## src/rtl/sema_bus_arb_pkg.sv

```systemverilog
// Shared types for the semaphore reg-bus arbiter.
// Holds the FSM encoding and the data returned on a timed-out read.
package sema_bus_arb_pkg;

   typedef enum logic [1:0] {
      ARB_IDLE,
      ARB_BUSY,
      ARB_TOUT
   } arb_state_e;

   localparam logic [31:0] ARB_TO_RDATA = '0;

endpackage

```

## src/rtl/sema_bus_arb_rr_pick.sv

```systemverilog
// Round-robin priority encoder: first set request at or above ptr,
// wrapping past the top index back to zero.
module sema_bus_arb_rr_pick
   import sema_bus_arb_pkg::*;
#(
   parameter  int unsigned NM = 4,
   localparam int unsigned IW = $clog2(NM)
) (
   input  logic [NM-1:0] req,
   input  logic [IW-1:0] ptr,
   output logic [IW-1:0] gnt_idx,
   output logic          gnt_vld
);

   logic [IW-1:0] k;

   always_comb begin
      gnt_idx = '0;
      gnt_vld = 1'b0;
      k       = ptr;
      for (int unsigned i = 0; i < NM; i++) begin
         if (!gnt_vld && req[k]) begin
            gnt_idx = k;
            gnt_vld = 1'b1;
         end
         k = (k == IW'(NM - 1)) ? '0 : k + 1'b1;
      end
   end

endmodule

```

## src/rtl/sema_bus_arb.sv

```systemverilog
// Round-robin arbiter merging several reg-bus masters onto the single
// semaphore slave port, with a slave-ack timeout and sticky error flag.
module sema_bus_arb
   import sema_bus_arb_pkg::*;
#(
   parameter  int unsigned NM     = 4,
   parameter  int unsigned DW     = 16,
   parameter  int unsigned AW     = $clog2(DW),
   parameter  int unsigned BW     = $clog2(AW),
   parameter  int unsigned TO_CYC = 16,
   localparam int unsigned IW     = $clog2(NM),
   localparam int unsigned CW     = $clog2(TO_CYC)
) (
   input  logic             mclk,
   input  logic             h_reset_n,
   input  logic [NM-1:0]    m_reg_cs,
   input  logic [NM-1:0]    m_reg_wr,
   input  logic [NM*AW-1:0] m_reg_addr,
   input  logic [NM*DW-1:0] m_reg_wdata,
   input  logic [NM*BW-1:0] m_reg_be,
   output logic [DW-1:0]    m_reg_rdata,
   output logic [NM-1:0]    m_reg_ack,
   output logic             s_reg_cs,
   output logic             s_reg_wr,
   output logic [AW-1:0]    s_reg_addr,
   output logic [DW-1:0]    s_reg_wdata,
   output logic [BW-1:0]    s_reg_be,
   input  logic [DW-1:0]    s_reg_rdata,
   input  logic             s_reg_ack,
   output logic [IW-1:0]    s_gnt_id,
   output logic             to_err,
   input  logic             to_clr
);

   arb_state_e    state_q;
   logic [IW-1:0] rr_ptr_q;
   logic [IW-1:0] gnt_q;
   logic [CW-1:0] cnt_q;
   logic          s_cs_q;
   logic          s_wr_q;
   logic [AW-1:0] s_addr_q;
   logic [DW-1:0] s_wdata_q;
   logic [BW-1:0] s_be_q;
   logic          to_err_q;
   logic          to_err_d;

   logic [AW-1:0] addr_a  [NM];
   logic [DW-1:0] wdata_a [NM];
   logic [BW-1:0] be_a    [NM];

   logic [IW-1:0] pick_idx;
   logic          pick_vld;
   logic [IW-1:0] next_ptr;
   logic          cnt_done;
   logic          ack_ok;
   logic          to_set;

   always_comb begin
      for (int unsigned i = 0; i < NM; i++) begin
         addr_a[i]  = m_reg_addr[i*AW +: AW];
         wdata_a[i] = m_reg_wdata[i*DW +: DW];
         be_a[i]    = m_reg_be[i*BW +: BW];
      end
   end

   sema_bus_arb_rr_pick #(
      .NM      (NM)
   ) u_pick (
      .req     (m_reg_cs),
      .ptr     (rr_ptr_q),
      .gnt_idx (pick_idx),
      .gnt_vld (pick_vld)
   );

   assign next_ptr = (gnt_q == IW'(NM - 1)) ? '0 : gnt_q + 1'b1;
   assign cnt_done = (cnt_q == CW'(TO_CYC - 1));
   assign ack_ok   = (state_q == ARB_BUSY) && s_reg_ack;
   assign to_set   = (state_q == ARB_BUSY) && !s_reg_ack && cnt_done;
   assign to_err_d = to_set | (to_err_q & ~to_clr);

   // Ack and read data are combinational so the master sees them in the
   // same cycle the slave commits its lock update.
   always_comb begin
      m_reg_ack   = '0;
      m_reg_rdata = DW'(ARB_TO_RDATA);
      if (ack_ok) begin
         m_reg_ack[gnt_q] = 1'b1;
         m_reg_rdata      = s_reg_rdata;
      end else if (state_q == ARB_TOUT) begin
         m_reg_ack[gnt_q] = 1'b1;
      end
   end

   always_ff @(posedge mclk or negedge h_reset_n) begin
      if (!h_reset_n) begin
         state_q   <= ARB_IDLE;
         rr_ptr_q  <= '0;
         gnt_q     <= '0;
         cnt_q     <= '0;
         s_cs_q    <= 1'b0;
         s_wr_q    <= 1'b0;
         s_addr_q  <= '0;
         s_wdata_q <= '0;
         s_be_q    <= '0;
         to_err_q  <= 1'b0;
      end else begin
         to_err_q <= to_err_d;
         unique case (state_q)
            ARB_IDLE: begin
               if (pick_vld) begin
                  s_cs_q    <= 1'b1;
                  s_wr_q    <= m_reg_wr[pick_idx];
                  s_addr_q  <= addr_a[pick_idx];
                  s_wdata_q <= wdata_a[pick_idx];
                  s_be_q    <= be_a[pick_idx];
                  gnt_q     <= pick_idx;
                  cnt_q     <= '0;
                  state_q   <= ARB_BUSY;
               end
            end
            ARB_BUSY: begin
               if (s_reg_ack) begin
                  s_cs_q   <= 1'b0;
                  rr_ptr_q <= next_ptr;
                  state_q  <= ARB_IDLE;
               end else if (cnt_done) begin
                  s_cs_q  <= 1'b0;
                  state_q <= ARB_TOUT;
               end else begin
                  cnt_q <= cnt_q + 1'b1;
               end
            end
            ARB_TOUT: begin
               rr_ptr_q <= next_ptr;
               state_q  <= ARB_IDLE;
            end
            default: state_q <= ARB_IDLE;
         endcase
      end
   end

   assign s_reg_cs    = s_cs_q;
   assign s_reg_wr    = s_wr_q;
   assign s_reg_addr  = s_addr_q;
   assign s_reg_wdata = s_wdata_q;
   assign s_reg_be    = s_be_q;
   assign s_gnt_id    = gnt_q;
   assign to_err      = to_err_q;

endmodule
```

## config.mk

```make
export PLATFORM = sky130hd
export DESIGN_NAME = sema_bus_arb
export DESIGN_NICKNAME = d
export VERILOG_FILES = /design/src/rtl/sema_bus_arb_pkg.sv /design/src/rtl/sema_bus_arb_rr_pick.sv /design/src/rtl/sema_bus_arb.sv
export SDC_FILE = /design/constraint.sdc
export NUM_CORES = 1
export LEC_CHECK = 0
export BUFFER_PORTS_ARGS = -buffer_cell sky130_fd_sc_hd__buf_2
export CORE_MARGIN = 5
export CORE_UTILIZATION = 44
export CTS_CLUSTER_SIZE = 24
export DETAILED_ROUTE_END_ITERATION = 6
export PLACE_DENSITY = 0.92
export SLEW_MARGIN = 20
export SYNTH_ARGS = -nofsm -noshare
export SYNTH_HDL_FRONTEND = slang
export SYNTH_SLANG_ARGS = --single-unit
```

## constraint.sdc

```tcl
create_clock -name mclk -period 3.75 [get_ports mclk]
set_input_delay 0.375 -clock mclk [delete_from_list [all_inputs] [get_ports mclk]]
set_output_delay 0.375 -clock mclk [all_outputs]
set_load 0.02 [all_outputs]
```

==> metrics.yaml, run 1 <==
worstMarginPinSlew_ps: 805
ys_ff_latch: 35
tns_ps: 0
crit_path_end_kind: "flop"
synth-edff-count: 0
final_cell_mix: "buf_2 (162), and3_1 (47), nand2_1 (36)"
setup.worst_path.start: "rr_ptr_q[0]$_DFFE_PN0P_"
yosys.area_share.simple: 0.267
peakVddDrop_mv: 0.472
syn-num-nets: 452
hp-class: "in2async"
seq_area_frac_synth: 0.315
timing.rr.start: "rr_ptr_q[0]$_DFFE_PN0P_"
cts_setup_buffers: 0
drtPass1Iterations: 5
yosysUniqueCellTypes: 43
dieHeight_microns: 89.5
portBuffers: 162
power.leakage_nw: 1.93
setup_viol: 0
synth_area_leaders: "dfrtp_1 (32%), and3_1 (11%), a2111oi_0 (7.6%), a221oi_1 (7.6%), o31ai_1 (6.5%)"
fin_crit_ps: 3510
hpwl_microns: 6940
rr_endpoint: "s_reg_be[0]$_DFFE_PN0P_"
slew_headroom: 0.463
row_count: 29
place_congestion: 0.888
wl_per_cell_microns: 16.9
power.density_nw_per_um2: 948
root_buffer: "clkbuf_8"
maxCapViolations: 0
core-area_sq_um: 6240
synthMuxAreaShare: 0.0347
grt_usage: 0.234
outcome: "finished clean"
final_core_util: 0.594
cts_max_level: 2
start_kind: "flop"
layout_setup_ws_ps: 243
drc: 0
synth_compound_area_frac: 0.275
routed_wl_microns: 9340
cts_tree: "built"
start_util: 0.445
via_count: 3246
synth_top_area_frac: 0.315
fin_crit_sh: 0.935
synth-xor-area-share: 0.00631
layout_commonest_cell: "buf_2"
synthArstFlopShare: 1.00
reg2reg_slack_ps: 240
viasPerCell: 5.89
ff2ff_path_depth: 6
yosys.area.top_type: "dfrtp_1"
synth_fa_ha_area_frac: 0.0270
post_cts_resized: 0
critPathKind: "reg2reg"
cp.arrival_ps: 3670
rsz0062_at_grt: "no"
cp_max_fo: 23
area_delta_synth_final_pct: 33.4
insertion_delay_ps: 280
first_iter_violations: 221
die_w_microns: 89.5
drive_gt1_frac: 0.404
grt_pass1_vias: 3199
grt_max_degree: 47
endpoint: "s_reg_be[0]$_DFFE_PN0P_"
io_pins: 163
skew_ps: 3.17
syn_avg_cell_area_sq_um: 8.42
synth_ff_type: "dfrtp_1"
syn_area_sq_um: 2780
cp_data_required_time_ps: 3910
cts_sinks: 35
grt_overflow_total: 0
hold_viol: 0
nets: 594
final_max_slew_viol_count: 0
die_area_sq_um: 8000
synth_top_family_by_area: "compound AO/OA/AOI/OAI gates"
antenna_found_initial: 1
ant_nets: 0
hold_buffers: 0
fmax_mhz: 285
place_ws_ps: 235
numCtsBuffers: 5
grt_first_pass_wirelength_microns: 14800
cts_max_path_buffers: 2
synth-warning-count: 0
clk_pin_slew_worst_paths_ps: 70
synthCells: 330
-- report_power, final --
| part | switching [W] | leakage, nW | internal [W] |
|---|---|---|---|
| clock | 0.000139 | 0.0477 | 0.000127 |
| combinational | 0.00154 | 1.45 | 0.00101 |
| sequential | 0.000137 | 0.434 | 0.000562 |
| total | 0.00181 | 1.93 | 0.00170 |
-- flip-flops by register name (all words and copies together) (netlist names) --
register,flops
cnt_q,4
state_q,2
rr_ptr_q,2
s_reg_addr,4
s_reg_wdata,16
s_reg_wr,1
to_err,1
s_gnt_id,2
s_reg_cs,1
s_reg_be,2
-- worst max-delay path, stage by stage (launching register included) --
cell,delay (ps)
dfrtp_1,520
ha_1,610
mux2_2,420
or4b_4,560
or3_2,710
a221oi_1,430
o31ai_1,120
-- routing by layer --
layer,up-vias,global-route usage,share of wire
met2,182,0.397,0.49
met4,0,0.0880,0.014
li1,1550,-,-
met5,-,0,0
met3,18,0.0581,0.11
met1,1496,0.287,0.39
-- metrics by stage --
| step | cell area, sq um | instances | hold slack, ps | power, W |
|---|---|---|---|---|
| after floorplan | 2780 | 330 | 79.4 | 0.00253 |
| after global placement | 3620 | 542 | 460 | 0.00315 |
| after detailed placement | 3620 | 542 | 462 | 0.00323 |
| after CTS | 3700 | 550 | 195 | 0.00351 |
| after global routing | 3710 | 551 | 234 | 0.00382 |
| final | 3710 | 551 | 172 | 0.00351 |
-- synth_stat cells (2+ instances only) --
library cell	n
xnor2_1	2
nor2_1	7
nand3_1	3
dfrtp_1	35
nand2b_1	3
nand2_1	36
nor3_1	4
or3_1	2
a2111oi_0	24
and2_1	23
a21oi_1	3
o21ai_1	2
buf_2	3
o211ai_1	2
ha_1	6
mux2_2	3
o31ai_1	24
nor4b_1	2
o22a_1	2
inv_1	9
nor2b_1	2
clkbuf_1	29
clkbuf_2	3
and3_1	47
mux2i_1	4
buf_6	3
o21ai_0	8
a221oi_1	24
-- cell families after synthesis --
group,count (synthesis)
xor gates and xnor gates,2
muxes,8
DFF,35
and+or+nand+nor,135
buffers and inverters,47
adders and majority gates,6
AOI/OAI and AO/OA,97
-- area by class of cell --
class,count,area (sq um)
timing repair buffer,173,893
multi-input combinational,248,1720
sequential,35,876
clock inverter,3,15.0
tap,77,96.3
antenna,1,2.50
clock buffer,5,68.8
inverter,9,33.8
fill,569,2530
-- how the worst min path moves through the flow --
stage / start / to / slack (ps) / depth (start not counted)
floorplan: h_reset_n / cnt_q[0]$_DFFE_PN0P_ / 80 / 0
global placement: s_reg_wdata[15]$_DFFE_PN0P_ / s_reg_wdata[15]$_DFFE_PN0P_ / 460 / 2
detailed placement: to_err$_DFF_PN0_ / to_err$_DFF_PN0_ / 460 / 1
CTS: h_reset_n / s_reg_wr$_DFFE_PN0P_ / 190 / 1
global route: h_reset_n / s_reg_wr$_DFFE_PN0P_ / 230 / 1
finish: h_reset_n / s_reg_wr$_DFFE_PN0P_ / 170 / 1
Power figures use the tool's default switching activity.
==> inputs of run 2 (changes only) <==
CORE_ASPECT_RATIO = 1.1   (was unset)
==> run 2 against run 1 <==
  * Total power grew 1.4%
  * Highest routed layer unchanged
  * Critical path type unchanged
  * Largest cell class unchanged
  * Hold slack lost 2.8 ps
  * Critical path depth rose by 2
==> metrics.yaml, run 2 (synthesized netlist as in run 1, its figures left out) <==
insertion_delay_ps: 290  # was 280 ps
power.leakage_nw: 1.93  # about the same
cts_max_level: 2  # unchanged
timing.rr.start: "rr_ptr_q[0]$_DFFE_PN0P_"  # unchanged
path_cells: "ha_2, mux2_2, or2_0, a221o_1, buf_4, and3_1, a2111oi_0, o31ai_1"  # was ha_1, mux2_2, or4b_4, or3_2, a221oi_1, o31ai_1
antenna_found_initial: 0  # was 1
dieHeight_microns: 93.3  # was 89.5 microns
maxCapViolations: 0  # unchanged
cp_data_required_time_ps: 3910  # about the same
fin_crit_ps: 3530  # was 3510 ps
setup_viol: 0  # unchanged
die_w_microns: 85.8  # was 89.5 microns
hold_viol: 0  # unchanged
final_cell_mix: "buf_2 (162), and3_1 (47), nand2_1 (36)"  # unchanged
crit_family: "compound AO/OA/AOI/OAI gates"  # was simple AND/OR/NAND/NOR gates
die_area_sq_um: 8000  # about the same
drc: 0  # unchanged
final_core_util: 0.605  # was 0.594
cp_max_fo: 28  # was 23
cp_num_buf_inv: 1  # was 0
layout_setup_ws_ps: 221  # was 243 ps
wl_per_cell_microns: 16.9  # about the same
slowest_stage: "a221o_1"  # was or3_2
core-area_sq_um: 6160  # was 6240 sq um
nets: 591  # was 594
hold_buffers: 0  # unchanged
fmax_mhz: 283  # was 285 MHz
hpwl_microns: 7040  # was 6940 microns
place_congestion: 0.899  # was 0.888
cts_sinks: 35  # unchanged
portBuffers: 162  # unchanged
n_fill_cell: 582  # was 569
start_util: 0.451  # was 0.445
place_ws_ps: 188  # was 235 ps
outcome: "finished clean"  # unchanged
grt_max_degree: 47  # unchanged
slowest_delay_ps: 550  # was 710 ps
cts_max_path_buffers: 2  # unchanged
grt_overflow_total: 0  # unchanged
numCtsBuffers: 5  # unchanged
grt_first_pass_wirelength_microns: 14700  # was 14800 microns
rsz0062_at_grt: "no"  # unchanged
cts_tree: "built"  # unchanged
fin_crit_sh: 0.941  # was 0.935
slew_headroom: 0.429  # was 0.463
worstMarginPinSlew_ps: 857  # was 805 ps
largest_reg_flops: 16  # unchanged
ant_nets: 0  # unchanged
crit_path_end_kind: "flop"  # unchanged
row_count: 30  # was 29
start_kind: "flop"  # unchanged
io_pins: 163  # unchanged
clk_pin_slew_worst_paths_ps: 80  # was 70 ps
root_buffer: "clkbuf_8"  # unchanged
hp-class: "in2async"  # unchanged
grt_pass1_vias: 3114  # was 3199
cp.arrival_ps: 3690  # was 3670 ps
layout_commonest_cell: "buf_2"  # unchanged
critPathKind: "reg2reg"  # unchanged
skew_ps: 6.71  # was 3.17 ps
final_max_slew_viol_count: 0  # unchanged
rr_endpoint: "s_reg_wdata[6]$_DFFE_PN0P_"  # was s_reg_be[0]$_DFFE_PN0P_
drive_gt1_frac: 0.398  # was 0.404
diodes: 0  # was 1
area_delta_synth_final_pct: 34.1  # was 33.4%
p_total_w: 0.00356  # was 0.00351 W
drtPass1Iterations: 5  # unchanged
peakVddDrop_mv: 0.513  # was 0.472 mV
power.density_nw_per_um2: 956  # was 948 nW/um^2
reg2reg_slack_ps: 220  # was 240 ps
first_iter_violations: 231  # was 221
routed_wl_microns: 9310  # was 9340 microns
grt_usage: 0.227  # was 0.234
viasPerCell: 5.88  # was 5.89
ff2ff_path_depth: 8  # was 6
via_count: 3236  # was 3246
tns_ps: 0  # unchanged
## run 2: cell types whose count changed in the layout (fill, tap and decap cells not counted), sizes merged
cell	change
buf	-3
bufinv	+1
clkinv	-1
diode	-1
## run 2: per-stage QoR
| stage | instances | cell area, sq um | hold slack [ps] |
|---|---|---|---|
| after floorplan | 330 | 2780 | 79.4 |
| after global placement | 542 | 3610 | 457 |
| after detailed placement | 542 | 3610 | 461 |
| after CTS | 550 | 3720 | 194 |
| after global routing | 550 | 3730 | 237 |
| final | 550 | 3730 | 169 |
## run 2: how the worst max path moves through the flow
stage	from	end	cells past startpoint
after floorplan	rr_ptr_q[0]$_DFFE_PN0P_	s_reg_wdata[6]$_DFFE_PN0P_	10
after global placement	rr_ptr_q[0]$_DFFE_PN0P_	s_reg_wdata[15]$_DFFE_PN0P_	6
after detailed placement	rr_ptr_q[0]$_DFFE_PN0P_	s_reg_wdata[6]$_DFFE_PN0P_	8
after CTS	rr_ptr_q[0]$_DFFE_PN0P_	s_reg_wdata[6]$_DFFE_PN0P_	8
after global routing	rr_ptr_q[0]$_DFFE_PN0P_	s_reg_addr[2]$_DFFE_PN0P_	8
final	rr_ptr_q[0]$_DFFE_PN0P_	s_reg_wdata[6]$_DFFE_PN0P_	8
## run 2: worst register-to-register path, cell delays in order, from the launching register on
cell	delay, ps
dfrtp_1	530
ha_2	540
mux2_2	410
or2_0	210
a221o_1	550
buf_4	320
and3_1	190
a2111oi_0	540
o31ai_1	110
## run 2: power breakdown
part | internal (W) | switching [W] | leakage [nW] | total, W
logic | 0.00101 | 0.00150 | 1.44 | 0.00251
clock network | 0.000198 | 0.000147 | 0.0581 | 0.000345
registers | 0.000562 | 0.000145 | 0.434 | 0.000707
total | 0.00177 | 0.00180 | 1.93 | 0.00356
## run 2: per-layer routing
metal	vias up	wire, microns	track usage
met5	-	0	0
met1	1519	3780	0.276
met2	165	4610	0.398
li1	1537	-	-
met4	0	124	0.0594
met3	15	796	0.0546
## run 2: area by class of cell
class                   instances  area [sq um]  share of cell area
clock buffers                   5          68.8              0.0185
clock inverters                 3          43.8              0.0118
inverters                       9          33.8             0.00907
multi-input cells             248          1720               0.462
flip-flops and latches         35           876               0.235
well taps                      80           100              0.0269
repair buffers                170           883               0.237
## run 2: what timing repair did
| action | in CTS | in global routing |
|---|---|---|
| setup endpoints to repair | 0 | 1 |
| setup buffers | 0 | 0 |
| resized for setup | 0 | 1 |
==> inputs of run 3 (changes only) <==
CORE_UTILIZATION = 46   (was 44)
CTS_BUF_LIST = sky130_fd_sc_hd__clkbuf_4   (was unset)
PLACE_DENSITY = 0.95   (was 0.92)
==> run 3 against run 2 <==
  * Highest routed layer unchanged
  * Count of clock-buffer cells in the layout unchanged
  * Die area is 3.9% lower
  * Core utilization increased by 2.8 points
  * Clock power down 21%
  * Register-to-register slack gained 150 ps
  * Final cell count shrank 0.36%
  * Via count grew 3.5%
  * Non-clock buffer count increased by 1
  * Total power fell by 1.8%
  * Worst setup slack gained 150 ps
  * Flip-flop and latch count unchanged
  * Critical endpoint is now s_reg_addr[2]$_DFFE_PN0P_
  * Largest cell class unchanged
  * Maximum frequency rose by 4.6%
==> metrics.yaml, run 3 (synthesized netlist as in run 1, its figures left out) <==
outcome: "finished clean"  # unchanged
power.density_nw_per_um2: 951  # was 956 nW/um^2
cts_setup_buffers: 0  # unchanged
ant_nets: 0  # unchanged
path_cells: "ha_1, mux2_2, or4b_4, or3_1, a221oi_1, o31ai_1"  # was ha_2, mux2_2, or2_0, a221o_1, buf_4, and3_1, a2111oi_0, o31ai_1
rsz0062_at_grt: "no"  # unchanged
largest_reg_flops: 16  # unchanged
die_w_microns: 84.1  # was 85.8 microns
via_count: 3349  # was 3236
worstMarginPinSlew_ps: 999  # was 857 ps
row_count: 29  # was 30
slew_headroom: 0.334  # was 0.429
final_max_slew_viol_count: 0  # unchanged
fin_crit_ps: 3370  # was 3530 ps
hp-class: "in2async"  # unchanged
critPathKind: "reg2reg"  # unchanged
peakVddDrop_mv: 0.681  # was 0.513 mV
area_delta_synth_final_pct: 32.4  # was 34.1%
die_area_sq_um: 7690  # was 8000 sq um
final_core_util: 0.634  # was 0.605
grt_overflow_total: 0  # unchanged
nets: 592  # was 591
skew_ps: 8.19  # was 6.71 ps
numCtsBuffers: 5  # unchanged
hpwl_microns: 7090  # was 7040 microns
grtUsageMet3: 0.0588  # was 0.0546
core-area_sq_um: 5810  # was 6160 sq um
insertion_delay_ps: 340  # was 290 ps
viasPerCell: 6.11  # was 5.88
cp.arrival_ps: 3600  # was 3690 ps
grt_max_degree: 48  # was 47
antenna_found_initial: 0  # unchanged
fmax_mhz: 296  # was 283 MHz
p_total_w: 0.00350  # was 0.00356 W
portBuffers: 162  # unchanged
place_ws_ps: 396  # was 188 ps
dieHeight_microns: 91.5  # was 93.3 microns
hold_buffers: 0  # unchanged
cts_max_level: 2  # unchanged
slowest_delay_ps: 720  # was 550 ps
routed_wl_microns: 9540  # was 9310 microns
drc: 0  # unchanged
drive_gt1_frac: 0.395  # was 0.398
final_cell_mix: "buf_2 (162), and3_1 (47), nand2_1 (36)"  # unchanged
grt_first_pass_wirelength_microns: 15100  # was 14700 microns
layout_commonest_cell: "buf_2"  # unchanged
io_pins: 163  # unchanged
fin_crit_sh: 0.900  # was 0.941
slowest_stage: "or3_1"  # was a221o_1
first_iter_violations: 219  # was 231
cp_max_fo: 23  # was 28
start_kind: "flop"  # unchanged
power.leakage_nw: 1.91  # was 1.93 nW
start_util: 0.478  # was 0.451
wl_per_cell_microns: 17.4  # was 16.9 microns
holdWs_ps: 106  # was 169 ps
crit_path_end_kind: "flop"  # unchanged
tns_ps: 0  # unchanged
met1_usage: 0.283  # was 0.276
root_buffer: "clkbuf_4"  # was clkbuf_8
grt_usage: 0.239  # was 0.227
clk_pin_slew_worst_paths_ps: 110  # was 80 ps
setup_viol: 0  # unchanged
drtPass1Iterations: 6  # was 5
post_cts_resized: 0  # unchanged
cp_data_required_time_ps: 3970  # was 3910 ps
grt_most_used_layer: "met2"  # unchanged
diodes: 0  # unchanged
layout_setup_ws_ps: 376  # was 221 ps
cts_sinks: 35  # unchanged
met2_usage: 0.414  # was 0.398
place_congestion: 0.945  # was 0.899
hold_viol: 0  # unchanged
cts_max_path_buffers: 2  # unchanged
grt_pass1_vias: 3146  # was 3114
cts_tree: "built"  # unchanged
maxCapViolations: 0  # unchanged
-- run 3: cell count changes in the layout (fill, tap and decap cells not counted) --
cell / before / now
clkbuf_4: 0 / 5
ha_2: 1 / 0
clkinv_1: 0 / 1
ha_1: 5 / 6
clkinv_4: 1 / 0
buf_4: 7 / 9
clkbuf_8: 5 / 0
buf_12: 1 / 0
-- run 3: worst paths after layout --
check / end / slack, ps / cells past startpoint / startpoint
min in group mclk: state_q[1]$_DFFE_PN0P_ / 260 / 2 / s_reg_ack
min reg2reg: s_reg_wdata[7]$_DFFE_PN0P_ / 490 / 2 / s_reg_wdata[7]$_DFFE_PN0P_
max in group asynchronous: s_reg_wdata[13]$_DFFE_PN0P_ / 3150 / 1 / h_reset_n
max: s_reg_addr[2]$_DFFE_PN0P_ / 380 / 6 / rr_ptr_q[0]$_DFFE_PN0P_
max reg2reg: s_reg_addr[2]$_DFFE_PN0P_ / 380 / 6 / rr_ptr_q[0]$_DFFE_PN0P_
min: s_reg_wdata[15]$_DFFE_PN0P_ / 110 / 1 / h_reset_n
-- run 3: per-layer routing --
metal | up-vias | share of wire
met3 | 33 | 0.10
met2 | 217 | 0.49
li1 | 1545 | -
met1 | 1554 | 0.37
met5 | - | 0
met4 | 0 | 0.033
-- run 3: critical path, delay by kind of cell, from the launching register on --
kind	cells	cell delay, ps
DFF	1	530
adders and majority gates	1	470
AOI/OAI and AO/OA	2	550
muxes	1	400
and+or+nand+nor	2	1290
-- run 3: where the power goes --
group          internal, W  leakage, nW  switching (W)
registers         0.000561        0.434       0.000144
clock network     0.000137       0.0426       0.000134
logic             0.000989         1.44        0.00153
total              0.00169         1.91        0.00181
-- run 3: final cells by class --
type / count / area (sq um)
Fill cell: 490 / 2130
Multi-Input combinational cell: 248 / 1720
Timing Repair Buffer: 171 / 878
Sequential cell: 35 / 876
Tap cell: 77 / 96.3
Clock inverter: 3 / 38.8
Clock buffer: 5 / 37.5
Inverter: 9 / 33.8
-- run 3: metrics by stage --
step | cell area, sq um | std cells
after floorplan | 2780 | 330
after global placement | 3600 | 540
after detailed placement | 3600 | 540
after CTS | 3680 | 548
after global routing | 3680 | 548
final | 3680 | 548
